## src/rtl/aes_roundtrip_sequencer.sv

```systemverilog
// Drives one shared SPI master through an encrypt-then-decrypt round trip and checks the recovered text.
// Latency: start->ENC m_start 1 cycle, m_done->next step 1 cycle; start while busy is ignored.
module aes_roundtrip_sequencer #(
   parameter int NB          = 4,
   parameter int TIMEOUT_CYC = 2048,
   parameter int CNT_W       = 8,
   localparam int W          = 32 * NB
) (
   input  logic             clk,
   input  logic             rst,
   input  logic             start,
   input  logic [W-1:0]     msg,
   input  logic [W-1:0]     key,
   output logic             busy,
   output logic             m_start,
   output logic [W-1:0]     m_msg,
   output logic [W-1:0]     m_key,
   input  logic             m_done,
   input  logic [W-1:0]     m_result,
   output logic             sel_dec,
   output logic [W-1:0]     cipher,
   output logic             done,
   output logic             pass,
   output logic             fail,
   output logic             timeout,
   output logic [CNT_W-1:0] pass_cnt,
   output logic             led1,
   output logic             led2,
   output logic             led3
);

   localparam int TW = (TIMEOUT_CYC > 2) ? $clog2(TIMEOUT_CYC) : 1;
   localparam logic [TW-1:0] WAIT_LAST = TW'(TIMEOUT_CYC - 1);

   localparam logic [2:0] IDLE      = 3'd0;
   localparam logic [2:0] ENC_START = 3'd1;
   localparam logic [2:0] ENC_WAIT  = 3'd2;
   localparam logic [2:0] DEC_START = 3'd3;
   localparam logic [2:0] DEC_WAIT  = 3'd4;
   localparam logic [2:0] REPORT    = 3'd5;

   logic [2:0]       state_q, state_d;
   logic [TW-1:0]    wait_cnt_q, wait_cnt_d;
   logic [W-1:0]     msg_r_q, msg_r_d;
   logic [W-1:0]     m_msg_q, m_msg_d;
   logic [W-1:0]     m_key_q, m_key_d;
   logic [W-1:0]     cipher_q, cipher_d;
   logic             sel_dec_q, sel_dec_d;
   logic             pass_q, pass_d;
   logic             fail_q, fail_d;
   logic             timeout_q, timeout_d;
   logic [CNT_W-1:0] pass_cnt_q, pass_cnt_d;
   logic             match;

   assign match = (m_result == msg_r_q);

   always_comb begin
      state_d    = state_q;
      wait_cnt_d = wait_cnt_q;
      msg_r_d    = msg_r_q;
      m_msg_d    = m_msg_q;
      m_key_d    = m_key_q;
      cipher_d   = cipher_q;
      sel_dec_d  = sel_dec_q;
      pass_d     = pass_q;
      fail_d     = fail_q;
      timeout_d  = timeout_q;
      pass_cnt_d = pass_cnt_q;
      case (state_q)
         IDLE: begin
            if (start) begin
               state_d   = ENC_START;
               msg_r_d   = msg;
               m_msg_d   = msg;
               m_key_d   = key;
               sel_dec_d = 1'b0;
               pass_d    = 1'b0;
               fail_d    = 1'b0;
               timeout_d = 1'b0;
            end
         end
         ENC_START: begin
            state_d    = ENC_WAIT;
            wait_cnt_d = '0;
         end
         ENC_WAIT: begin
            // m_done on the last count cycle takes priority over the timeout
            if (m_done) begin
               state_d   = DEC_START;
               cipher_d  = m_result;
               m_msg_d   = m_result;
               sel_dec_d = 1'b1;
            end else if (wait_cnt_q == WAIT_LAST) begin
               state_d   = REPORT;
               timeout_d = 1'b1;
            end else begin
               wait_cnt_d = wait_cnt_q + TW'(1);
            end
         end
         DEC_START: begin
            state_d    = DEC_WAIT;
            wait_cnt_d = '0;
         end
         DEC_WAIT: begin
            if (m_done) begin
               state_d = REPORT;
               pass_d  = match;
               fail_d  = !match;
               if (match && (pass_cnt_q != {CNT_W{1'b1}}))
                  pass_cnt_d = pass_cnt_q + CNT_W'(1);
            end else if (wait_cnt_q == WAIT_LAST) begin
               state_d   = REPORT;
               timeout_d = 1'b1;
            end else begin
               wait_cnt_d = wait_cnt_q + TW'(1);
            end
         end
         REPORT: begin
            state_d   = IDLE;
            sel_dec_d = 1'b0;
         end
         default: state_d = IDLE;
      endcase
   end

   always_ff @(posedge clk or negedge rst) begin
      if (!rst) begin
         state_q    <= IDLE;
         wait_cnt_q <= '0;
         msg_r_q    <= '0;
         m_msg_q    <= '0;
         m_key_q    <= '0;
         cipher_q   <= '0;
         sel_dec_q  <= 1'b0;
         pass_q     <= 1'b0;
         fail_q     <= 1'b0;
         timeout_q  <= 1'b0;
         pass_cnt_q <= '0;
      end else begin
         state_q    <= state_d;
         wait_cnt_q <= wait_cnt_d;
         msg_r_q    <= msg_r_d;
         m_msg_q    <= m_msg_d;
         m_key_q    <= m_key_d;
         cipher_q   <= cipher_d;
         sel_dec_q  <= sel_dec_d;
         pass_q     <= pass_d;
         fail_q     <= fail_d;
         timeout_q  <= timeout_d;
         pass_cnt_q <= pass_cnt_d;
      end
   end

   assign busy     = (state_q != IDLE);
   assign m_start  = (state_q == ENC_START) || (state_q == DEC_START);
   assign done     = (state_q == REPORT);
   assign m_msg    = m_msg_q;
   assign m_key    = m_key_q;
   assign cipher   = cipher_q;
   assign sel_dec  = sel_dec_q;
   assign pass     = pass_q;
   assign fail     = fail_q;
   assign timeout  = timeout_q;
   assign pass_cnt = pass_cnt_q;
   assign led1     = pass_q;
   assign led2     = fail_q;
   assign led3     = timeout_q;

endmodule

```

## config.mk

```make
export PLATFORM = sky130hd
export DESIGN_NAME = aes_roundtrip_sequencer
export DESIGN_NICKNAME = d
export VERILOG_FILES = /design/src/rtl/aes_roundtrip_sequencer.sv
export SDC_FILE = /design/constraint.sdc
export NUM_CORES = 1
export LEC_CHECK = 0
export CORE_AREA = 2 2 312 314
export CTS_BUF_LIST = sky130_fd_sc_hd__clkbuf_16
export DETAILED_ROUTE_END_ITERATION = 10
export DIE_AREA = 0 0 314 316
export PLACE_DENSITY = 0.45
export RECOVER_POWER = 25
export SYNTH_ARGS = -nofsm -noshare
export SYNTH_HDL_FRONTEND = slang
export SYNTH_SLANG_ARGS = --single-unit
```

## constraint.sdc

```tcl
create_clock -name clk -period 2.73 [get_ports clk]
set_clock_uncertainty 0.1 [all_clocks]
set_input_delay 0.546 -clock clk [delete_from_list [all_inputs] [get_ports clk]]
set_output_delay 0.546 -clock clk [all_outputs]
set_load 0.005 [all_outputs]
```

==> impl_results.md <==
* Gate family responsible for the most delay along the worst path: buffers and inverters
* Horiz. Die Dim at 314 um
* Post-layout power at 41700 uW
* Largest family of logic cells by synthesized area: simple AND/OR/NAND/NOR gates
* H-tree level count at 3
* Mux share of post-synthesis cell area at 12.0%
* Startpoint of the worst setup timing path: m_result[96]
* Most common flop cell mapped by yosys: sky130_fd_sc_hd__dfrtp_1
* Vias per cell at 4.33
* Total via count in the routed design at 19500
* Total placed instance area at 33700 um2
* Clock root buffer master: sky130_fd_sc_hd__clkbuf_16
* Commonest non-fill, non-tap cell in the layout: sky130_fd_sc_hd__clkdlybuf4s50_1
* Run status: finished with violations
* Largest net degree at the start of global routing at 142
* Share of layout cells above drive strength 1 at 13.9%
* Overall Global Routing Usage at 19.2%
* Power per Cell Area at 1160 nW/um2
* CTS clk-pin slew, worst paths at 0.06 ns
* Number of warnings reported in the yosys synthesis log at 0
* Post-Place Cells at 4367
* Clk Latency, worst-skew pair at 0.61 ns
* Synth Cell Area at 22800 um2
* Peak fanout along the critical path at 7
* Worst reg2reg path startpoint: msg_r_q[53]
* Max rail drop VDD at 0.000487 V
* Port Buffers at 789
* Sinks on Clock Net at 538
* Final RePlAce weighted congestion at 0.832
* Setup slack on the worst flop-to-flop path at 0.01 ns
* DR iter-0 viols at 1142
* Setup slack after placement at -1.13 ns
* Number of storage elements in the synthesis netlist at 538
* Actual transition at the worst max-transition pin at 1.14 ns
* Global-route wire length before repair at 141 mm
* Finished Cell Area at 35800 um2
* Area of the die at 99200 um2
* Number of top-level design ports at 790
* Number of fill cells at 9626
* CTS tree: built
* Class of the most critical hold timing path: in2reg
* Sequential fraction of the synthesis area at 59.0%
* WP depth at 12
* Area share of and/or/nand/nor cells after synthesis at 17.6%
* Net count of the mapped netlist at 2608
* Count of unresolved DRC violations after routing at 0
* Max clock buf depth at 3
* Violated checks: negative setup slack
* Setup violators final at 3
* Critical path's slowest cell: sky130_fd_sc_hd__clkdlybuf4s50_1
* Post-Synth Adder-Cell Area at 0.110%
* Vias in the first global route at 20600
* Buffers plus inverters on the worst setup path at 5
* Relative slew slack at 24.0%
* Post-synth top area cell: sky130_fd_sc_hd__dfrtp_1
* Post-layout net count at 3557
* Final non-filler cell total at 4497
* Effective utilization at floorplan at 23.8%
* Antenna violations before repair at 19
* RSZ-0062 raised after global routing: yes
* Data arrival time of the worst path at 3.19 ns
* Number of detailed-route iterations in the first pass at 4
* Ratio of final minimum period to clock period at 101%
* # rows at 114
* Capturing instance or port of the critical path: pass_cnt[4]
* Slowest stage delay, CP at 0.56 ns
* Final hold vios at 0
* Category of the worst setup path capture point: register
* Syn Area/Cell at 10.3 um2
* Standby leakage power at 0.0158 uW
* Wire per inst at 21.6 um
* Peak clock frequency supported by timing at 364 MHz
* Asr flop ratio synth at 100%
* Share of the synthesized netlist area taken by xor and xnor gates at 5.25%
* Cell with the most instances on the worst path: sky130_fd_sc_hd__buf_4
* Critical Path RT at 3.17 ns
* Portion of synthesized cell area occupied by the leading cell type at 59.0%
* Unique masters post-synth at 43
* Most area-consuming cells after synthesis: sky130_fd_sc_hd__dfrtp_1, sky130_fd_sc_hd__nand2_1, sky130_fd_sc_hd__mux2_2
* Tightest hold margin at 0.189 ns
* Post-detail-place hpwl at 73.5 mm
* Reg-to-reg endpoint: pass_cnt[4]
* Number of nets with antenna violations after routing at 0
* Final Critical Period at 2.75 ns
* Number of max-slew violations in the final report at 0
* Final WL at 97.3 mm
* Crit path setup slack, layout at -0.0177 ns
* Number of cells traversed by the worst register-to-register path at 11
* Post-synthesis compound-gate area fraction at 3.67%
* Critical Path Source Type: input port
* Number of cells produced by synthesis at 2218
* Max-Cap Viols at 0
* Num CTS Buffers at 67
* Worst Path Class, Setup: in2reg
* Vertical die dimension at 316 um
* Area inside the core boundary at 96000 um2
* Layout area overhead at 56.7%
* Number of enable-type register cells in the synthesized netlist at 0
* Cell chain of the critical path: clkdlybuf4s50_1 -> xnor2_2 -> buf_4 -> nand4_1 -> nor4_4 -> buf_4 -> nand4_1 -> buf_4 -> nor3_4 -> buf_6 -> and4_1 -> xor2_1
* Most frequent cells in the layout: sky130_fd_sc_hd__clkdlybuf4s50_1, sky130_fd_sc_hd__nand2_1, sky130_fd_sc_hd__dfrtp_1
* Total congestion overflow at 0
cell usage after synthesis (2+ instances only):
| cell type | count |
|---|---|
| sky130_fd_sc_hd__a22o_1 | 2 |
| sky130_fd_sc_hd__and3_1 | 6 |
| sky130_fd_sc_hd__mux2i_1 | 129 |
| sky130_fd_sc_hd__nor3_1 | 2 |
| sky130_fd_sc_hd__xor2_1 | 4 |
| sky130_fd_sc_hd__nand2b_4 | 2 |
| sky130_fd_sc_hd__a21oi_1 | 131 |
| sky130_fd_sc_hd__nor2_1 | 146 |
| sky130_fd_sc_hd__clkbuf_1 | 51 |
| sky130_fd_sc_hd__mux2_2 | 129 |
| sky130_fd_sc_hd__xnor2_1 | 133 |
| sky130_fd_sc_hd__buf_2 | 61 |
| sky130_fd_sc_hd__nand4_1 | 38 |
| sky130_fd_sc_hd__buf_4 | 7 |
| sky130_fd_sc_hd__nand2_1 | 784 |
| sky130_fd_sc_hd__o21ai_0 | 13 |
| sky130_fd_sc_hd__ha_1 | 2 |
| sky130_fd_sc_hd__nand2b_1 | 3 |
| sky130_fd_sc_hd__o31ai_1 | 2 |
| sky130_fd_sc_hd__nor2b_1 | 3 |
| sky130_fd_sc_hd__nor4_1 | 8 |
| sky130_fd_sc_hd__nand3_1 | 4 |
| sky130_fd_sc_hd__dfrtp_1 | 538 |
registers in the layout, summed over array words and instances, names as in the netlist:
register and cells:
pass_cnt 8, sel_dec 1, led1 1, led3 1, cipher 128, m_msg 128
wait_cnt_q 11, fail 1, msg_r_q 128, state_q 3, m_key 128
layout make-up:
cell class	count	area (um2)	area share (%)
antenna	7	17.5	0.0489
clock buffer	71	1780	4.96
clock inverter	45	319	0.892
inverter	1	3.75	0.0105
multi-input combinational	1559	8960	25.0
sequential	538	13500	37.6
tap	1276	1600	4.46
timing repair buffer	1000	9650	27.0
layer usage:
layer	routed length, um	GRT usage [%]
met5	82	0
met4	1930	5.52
met3	6880	5.39
met2	49400	33.9
met1	39000	22.6
metrics by stage:
step           setup TNS, ns  utilization [%]
3_5_place_dp           -9.95             35.1
5_1_grt               -0.757             37.3
2_1_floorplan              0                -
6_report             -0.0356             37.3
3_3_place_gp          -10.16             35.1
4_1_cts               -0.497             37.4
how the worst min path moves through the flow:
stage                             from    endpoint  slack [ns]  cells past startpoint
final                     m_result[53]  cipher[53]        0.19                      2
after global routing      m_result[53]  cipher[53]        0.16                      2
after CTS                      key[61]   m_key[61]        0.29                      3
after detailed placement      m_key[5]    m_key[5]        0.36                      2
after global placement       m_key[10]   m_key[10]        0.36                      2
after floorplan                    rst   cipher[0]        0.15                      0
logic make-up after synthesis:
kind of cell             after synthesis
flip-flops                           538
multiplexers                         258
buffers and inverters                121
adder cells (fa/ha/maj)                2
XOR/XNOR                             137
AND/OR/NAND/NOR                     1007
AO/OA/AOI/OAI                        155
what timing repair did:
| action | in CTS | in global routing |
|---|---|---|
| resized for setup | 15 | 9 |
| cloned | 0 | 0 |
| endpoints found under the hold margin | 45 | 0 |
| pin swaps | 9 | 4 |
| buffers inserted | 5 | 1 |
| setup endpoints to repair | 13 | 9 |
| hold buffers | 1 | 0 |
power breakdown:
part | internal (uW) | switching (uW) | total, uW | leakage (uW)
Sequential | 11800 | 2360 | 14200 | 0.00645
Clock | 5130 | 3550 | 8680 | 0.00110
Combinational | 10100 | 8730 | 18800 | 0.00828
Total | 27000 | 14600 | 41700 | 0.0158
(Power assumes the default switching activity.)
